`src/rtl/reg_bus_pkg.sv`:
```
// Shared types and defaults for the register-bus master.
//   state_t : master FSM states
//   req_t   : request record {write, addr, wdata} at the default widths;
//             the FIFO word in reg_bus_master uses the same field order
//             (write in the MSB, wdata in the LSBs) for any width.
package reg_bus_pkg;

  localparam int ADDR_W_DEF = 8;
  localparam int DATA_W_DEF = 8;

  typedef enum logic [1:0] {
    IDLE  = 2'd0,
    ISSUE = 2'd1,
    WAIT  = 2'd2,
    RESP  = 2'd3
  } state_t;

  typedef struct packed {
    logic                  write;
    logic [ADDR_W_DEF-1:0] addr;
    logic [DATA_W_DEF-1:0] wdata;
  } req_t;

endpackage

```
`src/rtl/reg_bus_req_fifo.sv`:
```
// Synchronous request FIFO with occupancy count, full and empty flags.
// Ports:
//   clk, rst          : clock, synchronous active-high reset
//   push, push_data   : write request (ignored while full, no bypass)
//   pop               : remove head entry (ignored while empty)
//   head              : current head entry (combinational read)
//   full, empty       : occupancy flags derived from the count register
module reg_bus_req_fifo #(
  parameter int WIDTH = 17,
  parameter int DEPTH = 4
) (
  input  logic             clk,
  input  logic             rst,
  input  logic             push,
  input  logic [WIDTH-1:0] push_data,
  input  logic             pop,
  output logic [WIDTH-1:0] head,
  output logic             full,
  output logic             empty
);

  localparam int PTR_W = $clog2(DEPTH);
  localparam int CNT_W = PTR_W + 1;

  logic [WIDTH-1:0] mem_q [DEPTH];
  logic [PTR_W-1:0] wr_ptr_q, wr_ptr_d;
  logic [PTR_W-1:0] rd_ptr_q, rd_ptr_d;
  logic [CNT_W-1:0] count_q, count_d;
  logic             push_ok, pop_ok;

  assign full    = (count_q == CNT_W'(DEPTH));
  assign empty   = (count_q == '0);
  // Head is read combinationally so the master can pop and latch the
  // request on the same edge.
  assign head    = mem_q[rd_ptr_q];
  assign push_ok = push && !full;
  assign pop_ok  = pop && !empty;

  always_comb begin
    wr_ptr_d = wr_ptr_q;
    rd_ptr_d = rd_ptr_q;
    count_d  = count_q;
    // DEPTH is a power of two, so pointer overflow is the modulo wrap.
    if (push_ok) wr_ptr_d = wr_ptr_q + 1'b1;
    if (pop_ok)  rd_ptr_d = rd_ptr_q + 1'b1;
    case ({push_ok, pop_ok})
      2'b10:   count_d = count_q + 1'b1;
      2'b01:   count_d = count_q - 1'b1;
      default: count_d = count_q;
    endcase
  end

  always_ff @(posedge clk) begin
    if (rst) begin
      wr_ptr_q <= '0;
      rd_ptr_q <= '0;
      count_q  <= '0;
    end else begin
      wr_ptr_q <= wr_ptr_d;
      rd_ptr_q <= rd_ptr_d;
      count_q  <= count_d;
    end
  end

  // Storage needs no reset: an entry is only read after it was written.
  always_ff @(posedge clk) begin
    if (push_ok) mem_q[wr_ptr_q] <= push_data;
  end

endmodule

```
`src/rtl/reg_bus_master.sv`:
```
// Bus-master front end for the 8-bit register block.
// Requests enter through a valid/ready port into a small FIFO, are issued
// one at a time as single-cycle bus_enable strobes, and each produces one
// response on a valid/ready port, in request order. Addresses above
// MAX_ADDR are answered with rsp_err=1 without touching the bus.
// Ports:
//   clk, rst                         : clock, synchronous active-high reset
//   req_valid/req_ready              : request handshake (req_ready = !full)
//   req_write, req_addr, req_wdata   : request payload
//   rsp_valid/rsp_ready              : response handshake
//   rsp_write, rsp_err, rsp_rdata    : response payload
//   bus_addr, bus_wdata,
//   bus_direction, bus_enable        : register-block bus (all registered)
//   bus_rdata                        : registered read data from the block
module reg_bus_master
  import reg_bus_pkg::*;
#(
  parameter int                ADDR_W   = ADDR_W_DEF,
  parameter int                DATA_W   = DATA_W_DEF,
  parameter int                DEPTH    = 4,
  parameter logic [ADDR_W-1:0] MAX_ADDR = ADDR_W'(2)
) (
  input  logic              clk,
  input  logic              rst,
  input  logic              req_valid,
  output logic              req_ready,
  input  logic              req_write,
  input  logic [ADDR_W-1:0] req_addr,
  input  logic [DATA_W-1:0] req_wdata,
  output logic              rsp_valid,
  input  logic              rsp_ready,
  output logic              rsp_write,
  output logic              rsp_err,
  output logic [DATA_W-1:0] rsp_rdata,
  output logic [ADDR_W-1:0] bus_addr,
  output logic [DATA_W-1:0] bus_wdata,
  output logic              bus_direction,
  output logic              bus_enable,
  input  logic [DATA_W-1:0] bus_rdata
);

  localparam int REQ_W = 1 + ADDR_W + DATA_W;

  logic [REQ_W-1:0]  fifo_head;
  logic              fifo_full, fifo_empty, fifo_pop;
  logic              head_write;
  logic [ADDR_W-1:0] head_addr;
  logic [DATA_W-1:0] head_wdata;

  state_t            state_q, state_d;
  logic [ADDR_W-1:0] bus_addr_q, bus_addr_d;
  logic [DATA_W-1:0] bus_wdata_q, bus_wdata_d;
  logic              bus_dir_q, bus_dir_d;
  logic              bus_enable_q, bus_enable_d;
  logic              rsp_valid_q, rsp_valid_d;
  logic              rsp_write_q, rsp_write_d;
  logic              rsp_err_q, rsp_err_d;
  logic [DATA_W-1:0] rsp_rdata_q, rsp_rdata_d;

  reg_bus_req_fifo #(
    .WIDTH (REQ_W),
    .DEPTH (DEPTH)
  ) u_fifo (
    .clk       (clk),
    .rst       (rst),
    .push      (req_valid),
    .push_data ({req_write, req_addr, req_wdata}),
    .pop       (fifo_pop),
    .head      (fifo_head),
    .full      (fifo_full),
    .empty     (fifo_empty)
  );

  assign head_write = fifo_head[REQ_W-1];
  assign head_addr  = fifo_head[ADDR_W+DATA_W-1:DATA_W];
  assign head_wdata = fifo_head[DATA_W-1:0];

  always_comb begin
    state_d      = state_q;
    bus_addr_d   = bus_addr_q;
    bus_wdata_d  = bus_wdata_q;
    bus_dir_d    = bus_dir_q;
    bus_enable_d = 1'b0;
    rsp_valid_d  = rsp_valid_q;
    rsp_write_d  = rsp_write_q;
    rsp_err_d    = rsp_err_q;
    rsp_rdata_d  = rsp_rdata_q;
    fifo_pop     = 1'b0;

    case (state_q)
      IDLE: begin
        if (!fifo_empty) begin
          fifo_pop    = 1'b1;
          rsp_write_d = head_write;
          rsp_rdata_d = '0;
          if (head_addr <= MAX_ADDR) begin
            bus_addr_d   = head_addr;
            bus_wdata_d  = head_wdata;
            bus_dir_d    = head_write;
            bus_enable_d = 1'b1;
            rsp_err_d    = 1'b0;
            state_d      = ISSUE;
          end else begin
            // Unmapped: answer directly, the bus is left untouched.
            rsp_err_d   = 1'b1;
            rsp_valid_d = 1'b1;
            state_d     = RESP;
          end
        end
      end
      ISSUE: begin
        if (bus_dir_q) begin
          rsp_valid_d = 1'b1;
          state_d     = RESP;
        end else begin
          state_d = WAIT;
        end
      end
      WAIT: begin
        // The block registered its read data on the ISSUE edge.
        rsp_rdata_d = bus_rdata;
        rsp_valid_d = 1'b1;
        state_d     = RESP;
      end
      RESP: begin
        if (rsp_ready) begin
          rsp_valid_d = 1'b0;
          state_d     = IDLE;
        end
      end
      default: state_d = IDLE;
    endcase
  end

  always_ff @(posedge clk) begin
    if (rst) begin
      state_q      <= IDLE;
      bus_addr_q   <= '0;
      bus_wdata_q  <= '0;
      bus_dir_q    <= 1'b0;
      bus_enable_q <= 1'b0;
      rsp_valid_q  <= 1'b0;
      rsp_write_q  <= 1'b0;
      rsp_err_q    <= 1'b0;
      rsp_rdata_q  <= '0;
    end else begin
      state_q      <= state_d;
      bus_addr_q   <= bus_addr_d;
      bus_wdata_q  <= bus_wdata_d;
      bus_dir_q    <= bus_dir_d;
      bus_enable_q <= bus_enable_d;
      rsp_valid_q  <= rsp_valid_d;
      rsp_write_q  <= rsp_write_d;
      rsp_err_q    <= rsp_err_d;
      rsp_rdata_q  <= rsp_rdata_d;
    end
  end

  assign req_ready     = !fifo_full;
  assign rsp_valid     = rsp_valid_q;
  assign rsp_write     = rsp_write_q;
  assign rsp_err       = rsp_err_q;
  assign rsp_rdata     = rsp_rdata_q;
  assign bus_addr      = bus_addr_q;
  assign bus_wdata     = bus_wdata_q;
  assign bus_direction = bus_dir_q;
  assign bus_enable    = bus_enable_q;

endmodule

```
`config.mk`:
```
export PLATFORM = sky130hd
export DESIGN_NAME = reg_bus_master
export DESIGN_NICKNAME = d
export VERILOG_FILES = /design/src/rtl/reg_bus_pkg.sv /design/src/rtl/reg_bus_req_fifo.sv /design/src/rtl/reg_bus_master.sv
export SDC_FILE = /design/constraint.sdc
export NUM_CORES = 1
export LEC_CHECK = 0
export CAP_MARGIN = 40
export CORE_ASPECT_RATIO = 2
export CORE_UTILIZATION = 51
export DETAILED_ROUTE_END_ITERATION = 7
export PLACE_DENSITY_LB_ADDON = 0.3
export SYNTH_ARGS = -nofsm -noshare
export SYNTH_HDL_FRONTEND = slang
export SYNTH_SLANG_ARGS = --single-unit
```
`constraint.sdc`:
```
create_clock -name clk -period 6.75 [get_ports clk]
set_input_delay 0.675 -clock clk [delete_from_list [all_inputs] [get_ports clk]]
set_output_delay 0.675 -clock clk [all_outputs]
set_load 0.05 [all_outputs]
```
# Word level (Yosys, flattened, before mapping)
# Memories as Yosys holds them, arrays and structs flattened. A register that Yosys moved wholly into a read port is not among the register bits.
# Cells that the tools add are included.
dict set report word_totals {
  register_bits 38
  latch_bits 0
  ramBits 68
  mem_bits_ro 0
  input_bits 29
  out_inout_bits 30
  wordCells 65
  mem_count 1
}
dict set report classes {
  add_sub_neg 4
  mul 0
  n_div 0
  order_cmp 1
  eq_ne 10
  shifts 0
  n_mux 21
  n_bitwise 2
  reduce_logical 14
}
# name words word_bits read_ports rd_ports_with_merged_regs wr line_no
set memory_table {}
lappend memory_table {u_fifo.mem_q 4 17 1 1 1 reg_bus_req_fifo.sv:25} ;# logic [WIDTH-1:0] mem_q [DEPTH];
# cell n
set ops {}
lappend ops {{8-bit case mux with 2 select lines} 1}
lappend ops {{1-bit two-way mux} 11}
lappend ops {{2-bit two-way mux} 5}
lappend ops {{8-bit by 2-bit <= comparator with 1-bit output (second input constant)} 1}
lappend ops {{8-bit two-way mux} 1}
lappend ops {{2-bit != test (second input constant)} 4}
lappend ops {{2-bit case mux with 4 select lines} 1}
lappend ops {{2-bit == test (second input constant)} 3}
lappend ops {{3-bit case mux with 2 select lines} 1}
lappend ops {{2-bit AND reduction} 3}
lappend ops {{2-bit by 1-bit adder with 2-bit output (second input constant)} 2}
lappend ops {{2-bit by 1-bit == test with 1-bit output (second input constant)} 2}
lappend ops {{1-bit case mux with 4 select lines} 1}
lappend ops {{4-bit AND reduction} 1}
lappend ops {{2-bit nonzero test} 2}
lappend ops {{3-bit by 1-bit adder with 3-bit output (second input constant)} 1}
lappend ops {{3-bit == test (second input constant)} 1}
lappend ops {{3-bit zero test} 1}
lappend ops {{3-bit AND reduction} 1}
lappend ops {{3-bit OR reduction} 1}
lappend ops {{3-bit by 1-bit subtractor with 3-bit output (second input constant)} 1}
lappend ops {{1-bit logical AND} 2}
lappend ops {{1-bit zero test} 2}
lappend ops {{2-bit zero test} 1}
lappend ops {{1-bit inverter} 2}

# Depth between registers and ports, before layout
# Gate-level depths: netlist (run 1).
dict set report depth {
  ltp_word 6
  depth_mapped 10
  mapped_depth_nobuf 10
}

# By module
# From an unflattened synthesis (run 1), not the netlist that was laid out.
dict set report unflattened {
  hier_cells 258
  area_unflattened_um2 4145.2
}
# module instances cells_each area_per_inst_um2 seq_area_each_um2
set modules_own_cells {}
lappend modules_own_cells {reg_bus_req_fifo 1 143 2967.8 2222.1}
lappend modules_own_cells {reg_bus_master 1 115 1177.4 620.6}

# Worst setup path before layout (run 1)
# No wires, ideal clock.
dict set report synth_path {
  path_kind {flip-flop to flip-flop}
  startpoint {register u_fifo.count_q[0]}
  endpoint {register u_fifo.count_q[2]}
  setup_time_ps 71
  t_arrival_ps 2464
  t_required_ps 6679
  setup_slack_ps 4215
  stages_incl_launch_ff 11
  path_buffers 0
  period_less_slack_ps 2535
  path_cell_list {dfxtp_1 > inv_1 > nand3_1 > and2_1 > inv_1 > ha_1 > inv_1 > fa_1 > xor2_1 > or3_1 > a21oi_1}
}
dict set report synth_via {
  elab_cells_between_ends 14
  cone_classes {2 x add/sub; 3 x eq/ne; 3 x mux; 6 x reduce/logical}
}
# item line_no
set synth_lines {}
lappend synth_lines {{start, declared} reg_bus_req_fifo.sv:28} ;# logic [CNT_W-1:0] count_q, count_d;
lappend synth_lines {{start signal, assigned} reg_bus_req_fifo.sv:61} ;# count_q <= count_d;
lappend synth_lines {{3-bit == test *} reg_bus_req_fifo.sv:31} ;# assign full = (count_q == CNT_W'(DEPTH));
lappend synth_lines {{1-bit zero test *} -}
lappend synth_lines {{net req_ready} reg_bus_master.sv:26} ;# output logic req_ready,
lappend synth_lines {{1-bit logical AND *} reg_bus_req_fifo.sv:36} ;# assign push_ok = push && !full;
lappend synth_lines {{2-bit by 1-bit == test with 1-bit output / 2-bit == test (equally long branches)} reg_bus_req_fifo.sv:46} ;# case ({push_ok, pop_ok})
lappend synth_lines {{3-bit case mux with 2 select lines / 2-bit nonzero test (equally long branches)} -}
# The timed path passes the listed nets; every way through them passes the cells marked *.
# A chain may end at the register's enable or synchronous reset.

# Worst setup path after layout (run 1)
dict set report layout_path {
  startpoint {register u_fifo.count_q[0]}
  endpoint {output port req_ready}
}
dict set report layout_via {
  elab_chain_cells 2
}
# item line_no
set layout_lines {}
lappend layout_lines {{3-bit == test} reg_bus_req_fifo.sv:31}
lappend layout_lines {{1-bit zero test} reg_bus_master.sv:159} ;# assign req_ready = !fifo_full;
lappend layout_lines {{end, declared} reg_bus_master.sv:26}
# No other way between the ends.

==> results of run 1 <==
## layout make-up
cell class,instances,area (um^2),area share
inverters,10,37.54,0.007246
multi-input cells,150,1146,0.2213
repair buffers,64,663.1,0.1280
well taps,94,117.6,0.02271
flip-flops and latches,108,2843,0.5488
clock buffers,9,225.2,0.04348
clock inverters,7,147.6,0.02850
## cell usage after synthesis (2+ instances only)
library cell	number
a211oi_1	2
nor2_1	21
nor4_1	4
nand3b_1	2
nand2_1	7
dfxtp_1	40
buf_2	4
xnor2_1	2
nand2b_1	2
o21ai_1	11
and2_1	2
o21ai_0	3
nor3_1	5
buf_1	2
inv_1	10
a22oi_1	8
ha_1	10
a21oi_1	17
xor2_1	3
nor3b_1	6
and3_1	4
clkbuf_1	5
nand3_1	14
edfxtp_1	68
mux4_2	11
## through the flow
stage	utilization	cells	power [uW]	setup WS [ns]
2_1_floorplan	-	281	1182	4.215
5_1_grt	0.6765	442	2029	4.102
4_1_cts	0.6765	442	1962	4.239
3_3_place_gp	0.6180	421	1298	3.914
6_report	0.6765	442	1945	4.251
3_5_place_dp	0.6278	426	1333	4.063
## registers in the layout, summed over array words and instances, names as in the netlist, named ones only
name	cells
bus_direction	1
rsp_valid	1
u_fifo.count_q	3
rsp_err	1
rsp_rdata	8
bus_enable	1
u_fifo.mem_q	68
u_fifo.wr_ptr_q	2
bus_wdata	8
rsp_write	1
bus_addr	8
u_fifo.rd_ptr_q	2
state_q	2
## worst paths after layout
| kind | start | slack (ns) | depth (start not counted) | endpoint |
|---|---|---|---|---|
| worst max-delay path | u_fifo.count_q[0] | 4.25 | 3 | req_ready |
| worst min-delay path | rsp_write | 0.47 | 2 | rsp_write |
| worst max register to register | register | 4.27 | 4 | rsp_valid |
| worst min register to register | rsp_write | 0.47 | 2 | rsp_write |
## logic make-up (layout without fill, tap and decap cells)
group	after synthesis	count (layout)
buf+inv	23	90
mux	12	12
fa+ha+maj	11	11
flops	108	108
simple gates	73	73
compound gates	49	49
xor+xnor	5	5
## worst max-delay path, cell delays in order (launching register included)
cell             delay, ns
dfxtp_1               0.39
inv_1                 0.10
nand3_1               0.17
clkdlybuf4s50_1       0.83
## routing by layer
metal  vias up  GRT usage  wire length (um)
met5         -          0                 0
met4         0    0.08824               159
met3        13    0.03989               254
met2        63     0.3602              4310
met1      1166     0.2065              2752
li1       1180          -                 -
## power by group
group          switching, uW  internal, uW  leakage (uW)  total [uW]
clock network            229           403      0.000178         632
registers               46.2           789      0.000949         835
logic                    291           187      0.000622         479
total                    566          1380       0.00175        1950
==> results by group, run 1 <==
STA
  • Relative slew slack: 0.3957
  • Final Skew: 0.002998 ns
  • Final Hold Vio Count: 0
  • Fmax achieved: 0.4001 GHz
  • Final worst-path cycle share: 0.3703
  • RSZ-0062 raised after global routing: no
  • Setup violators final: 0
  • Final hold slack: 0.4718 ns
  • Min Clock Period, post-route: 2.499 ns
  • Worst slew pin tran: 0.8947 ns
  • Setup TNS: 0 ns
  • Slew Viols, Final: 0

Die
  • Top Ports: 59
  • Die area: 8407 um^2
  • CORE AREA: 7657 um^2
  • Die Y: 128.7 um
  • Die width: 65.34 um
  • Initial Util: 0.5343
  • Row Count: 45

Layout
  • Area growth from synthesis to final layout: 26.61%
  • Fillers: 572
  • Most frequent cells in the layout: edfxtp_1, clkdlybuf4s50_1, dfxtp_1, nor2_1, a21oi_1
  • Nets@finish: 383
  • Proportion of layout cells with a drive suffix above 1: 0.1006
  • Ant. Diodes: 0
  • Final Cell Area: 5180 um^2
  • Most common cell after layout, fill and taps aside: edfxtp_1

Placed design
  • Placed Area: 4807 um^2
  • Port bufs: 58
  • DPL Wire Length: approximately 5300 um
  • Routability cong.: approximately 0.75

Synthesis
  • Largest cells by area after synthesis: edfxtp_1, dfxtp_1, mux4_2
  • Post-Synth XOR/XNOR Area: 0.01070
  • Largest family of logic cells by synthesized area: simple AND/OR/NAND/NOR gates
  • Synth Net Count: between 300 and 400
  • Leading area contributor after synthesis: edfxtp_1
  • Yosys warning count: 0
  • Synth Area in Compound Gates: 0.07798
  • Synth top area share: 0.4991
  • FF+latch count, synth: around 110
  • Post-Synth Adder-Cell Area: 0.03547
  • Top FF cell, synth: edfxtp_1
  • Post-synth EDFFs: 68
  • Ys async rst share: 0
  • Yosys cell types: 43
  • Sequential share of the synthesized area: 0.6948
  • Mean area per synthesized cell: 14.56 um^2
  • Synth Area in Simple Gates: 0.09266
  • Post-Syn Area: ~4100 um^2
  • Post-synthesis mux area share: 0.06330
  • Mapped Cells: 281

Critical path
  • Setup crit start kind: register
  • Setup Crit Path Kind: reg -> out
  • Critical Path RT: 6.07 ns
  • CP endpoint kind: output port
  • Crit-path max FO: 6
  • CP arrival: 1.82 ns

Outcome
  • Outcome: completed

Min path
  • HP Class: reg -> reg

CTS
  • CTS tree: yes
  • H-tree depth: 3
  • Clock root buffer master: clkbuf_16
  • CTS resizes: 0
  • # Post-CTS Setup Buffers: 0
  • Num CTS Buffers: 9
  • Clock Tree Buf Depth: 2
  • Clk sinks: 108
  • Clock-pin slew on the worst setup and hold paths: 0.07 ns
  • Clock Latency Late Sink: roughly 0.34 ns
  • Hold_buf cts: 0

Route
  • DR vias: 2422
  • Drt first pass iters: 4
  • Post-DR vias/cell: ~5.5
  • Antenna viol nets, final: 0
  • Initial DRC Count: approximately 140
  • DR WL/cell: 16.92 um
  • Total wire length: ~7500 um
  • DRC Markers: 0

Global route
  • Grt total ovfl: 0
  • Initial antenna violation count: 0
  • First-pass GRT wire length: 11870 um
  • Vias in the first global route: 2491
  • Tot GR Track Use: 0.1953
  • Largest net degree at the start of global routing: 41

Pwr
  • PD cells: 375.6 nW/um^2
  • Peak VDD IR: 0.0003114 V
  • Leak: roughly 0.0017 uW

Flow run
  • Max Cap Violations: 0
No activity file was read; power rests on OpenSTA's default activity.
==> run 2, diff against run 1 <==
--- a/config.mk
+++ b/config.mk
@@ -7,7 +7,7 @@
 export LEC_CHECK = 0
 export CAP_MARGIN = 40
 export CORE_ASPECT_RATIO = 2
-export CORE_UTILIZATION = 51
+export CORE_UTILIZATION = 48
 export DETAILED_ROUTE_END_ITERATION = 7
 export PLACE_DENSITY_LB_ADDON = 0.3
 export SYNTH_ARGS = -nofsm -noshare
==> constraint.sdc (replaced) <==
create_clock -name clk -period 2.2 [get_ports clk]
set_input_delay 0.22 -clock clk [delete_from_list [all_inputs] [get_ports clk]]
set_output_delay 0.22 -clock clk [all_outputs]
set_load 0.05 [all_outputs]
==> run 2 against run 1 <==
  * Die area up 6.1%
  * Final cell count up 3.4%
  * Register-to-register slack worse by 4.1 ns
  * Combinational power rose to 3.3 times the previous value
  * Global-route usage down 1.7 points
  * Clock power rose to 2.7 times the previous value
  * Routed wire length down 3.5%
  * Non-clock buffer count up 11
  * Utilization down 4.9 points
  * Clock-buffer cell count up 1
  * Sequential power rose to 3.1 times the previous value
  * Clock skew up 0.0057 ns
==> results by group, run 2 (synthesized netlist as in run 1, its figures left out) <==
Layout
  • Ant. Diodes: 0
  • Most frequent cells in the layout: edfxtp_1, clkdlybuf4s50_1, dfxtp_1, nor2_1
  • Register Area: 2844 um^2
  • Final core utilization: 0.6271
  • Area growth from synthesis to final layout: 27.09%
  • Nets@finish: 394
  • Final Cell Area: 5200 um^2
  • Proportion of layout cells with a drive suffix above 1: 0.1393
  • Max reg flops: between 60 and 70
  • Fillers: 623
  • Multi-input logic area: 1172 um^2
  • Most common cell after layout, fill and taps aside: edfxtp_1
  • Largest Register: u_fifo.mem_q

CTS
  • # Post-CTS Setup Buffers: 0
  • H-tree depth: 3
  • Clk sinks: approximately 110
  • Clock Tree Buf Depth: 2
  • CTS tree: yes
  • CTS resizes: 0
  • Num CTS Buffers: 9
  • Hold_buf cts: 0
  • Clock Latency Late Sink: 0.34 ns
  • Clock root buffer master: clkbuf_16
  • Clock-pin slew on the worst setup and hold paths: roughly 0.070 ns

Placed design
  • Routability cong.: 0.7745
  • Placed Area: 4870 um^2
  • DPL Wire Length: 5012 um
  • Port bufs: 58

Die
  • CORE AREA: about 8300 um^2
  • Die Y: 132.6 um
  • Row Count: 47
  • Top Ports: 59
  • Die area: 8920 um^2
  • Die width: 67.29 um
  • Initial Util: 0.4934

Min path
  • HP Class: reg -> reg

Critical path
  • Setup crit start kind: register
  • CP delay by family, top: adder cells
  • CP arrival: 2.34 ns
  • Crit path cell chain: inv_1, ha_4, nand2b_1, inv_1, ha_1, inv_1, fa_1, xor2_1, or3_1, a21oi_1
  • CP peak stage delay: 0.37 ns
  • Crit path buffers/inverters: 3
  • Crit-path max FO: 4
  • Critical Path RT: 2.46 ns
  • Worst path slowest cell: fa_1
  • CP endpoint kind: register
  • Setup Crit Path Kind: reg -> reg
  • CP most frequent cell: inv_1

STA
  • Min Clock Period, post-route: ~2.1 ns
  • Slew Viols, Final: 0
  • Fmax achieved: around 0.48 GHz
  • Final Skew: 0.008648 ns
  • Relative slew slack: 0.6194
  • RSZ-0062 raised after global routing: no
  • Final hold slack: 0.4670 ns
  • Worst slew pin tran: between 0.5 and 0.6 ns
  • Final Hold Vio Count: 0
  • Setup TNS: 0 ns
  • Setup violators final: 0
  • Final worst-path cycle share: 0.9452

Route
  • Initial DRC Count: 182
  • DR WL/cell: 15.79 um
  • DRC Markers: 0
  • Drt first pass iters: 4
  • DR vias: ~2500
  • Total wire length: 7215 um
  • Post-DR vias/cell: 5.444
  • Antenna viol nets, final: 0

Pwr
  • Tot Pwr: about 5800 uW
  • Leak: 0.001771 uW
  • Peak VDD IR: approximately 0.0006 V
  • PD cells: 1119 nW/um^2

Global route
  • Vias in the first global route: 2442
  • First-pass GRT wire length: 11620 um
  • Largest net degree at the start of global routing: 24
  • Tot GR Track Use: 0.1781
  • Grt total ovfl: 0
  • Initial antenna violation count: 0

Outcome
  • Outcome: completed

Flow run
  • Max Cap Violations: 0
-- run 2: area by class of cell --
class	count	share of cell area
multi-input combinational	150	0.2255
sequential	108	0.5469
inverter	10	0.007218
clock buffer	10	0.04403
timing repair buffer	75	0.1362
tap	98	0.02358
clock inverter	6	0.01660
-- run 2: per-layer routing --
layer / track usage / wire length [um] / up-vias
met5: 0 / 0 / -
met4: 0.07801 / 171 / 0
met3: 0.04741 / 275 / 13
met2: 0.3061 / 3951 / 70
met1: 0.1985 / 2816 / 1197
li1: - / - / 1208
-- run 2: stage by stage --
step	cells	worst slack, ns
floorplan	281	0.02948
global placement	441	0.1203
detailed placement	441	0.06633
CTS	457	0.05135
global route	457	0.0002409
finish	457	0.1205
-- run 2: path summary, 6_finish.rpt --
kind                            slack [ns]  startpoint           endpoint  cells after the start
worst max register to register        0.12  state_q[0]  u_fifo.count_q[2]                     10
worst min-delay path                  0.47   rsp_write          rsp_write                      2
worst min register to register        0.47   rsp_write          rsp_write                      2
worst max-delay path                  0.12  state_q[0]  u_fifo.count_q[2]                     10
-- run 2: where the power goes --
| group | total, uW | leakage, uW | switching [uW] | internal (uW) |
|---|---|---|---|---|
| combinational | 1580 | 0.000667 | 935 | 647 |
| clock | 1680 | 0.000154 | 678 | 998 |
| sequential | 2560 | 0.000950 | 137 | 2420 |
-- run 2: worst min-delay path, cell delays in order (launching register included) --
cell and delay [ns]:
dfxtp_1 0.31, nand2_1 0.06, a21oi_1 0.05
==> run 3, diff against run 2 <==
--- a/config.mk
+++ b/config.mk
@@ -10,6 +10,7 @@
 export CORE_UTILIZATION = 48
 export DETAILED_ROUTE_END_ITERATION = 7
 export PLACE_DENSITY_LB_ADDON = 0.3
+export SLEW_MARGIN = 20
 export SYNTH_ARGS = -nofsm -noshare
 export SYNTH_HDL_FRONTEND = slang
 export SYNTH_SLANG_ARGS = --single-unit
==> results of run 3 <==
Final layout, timing and power as in run 2 (identical DEF).
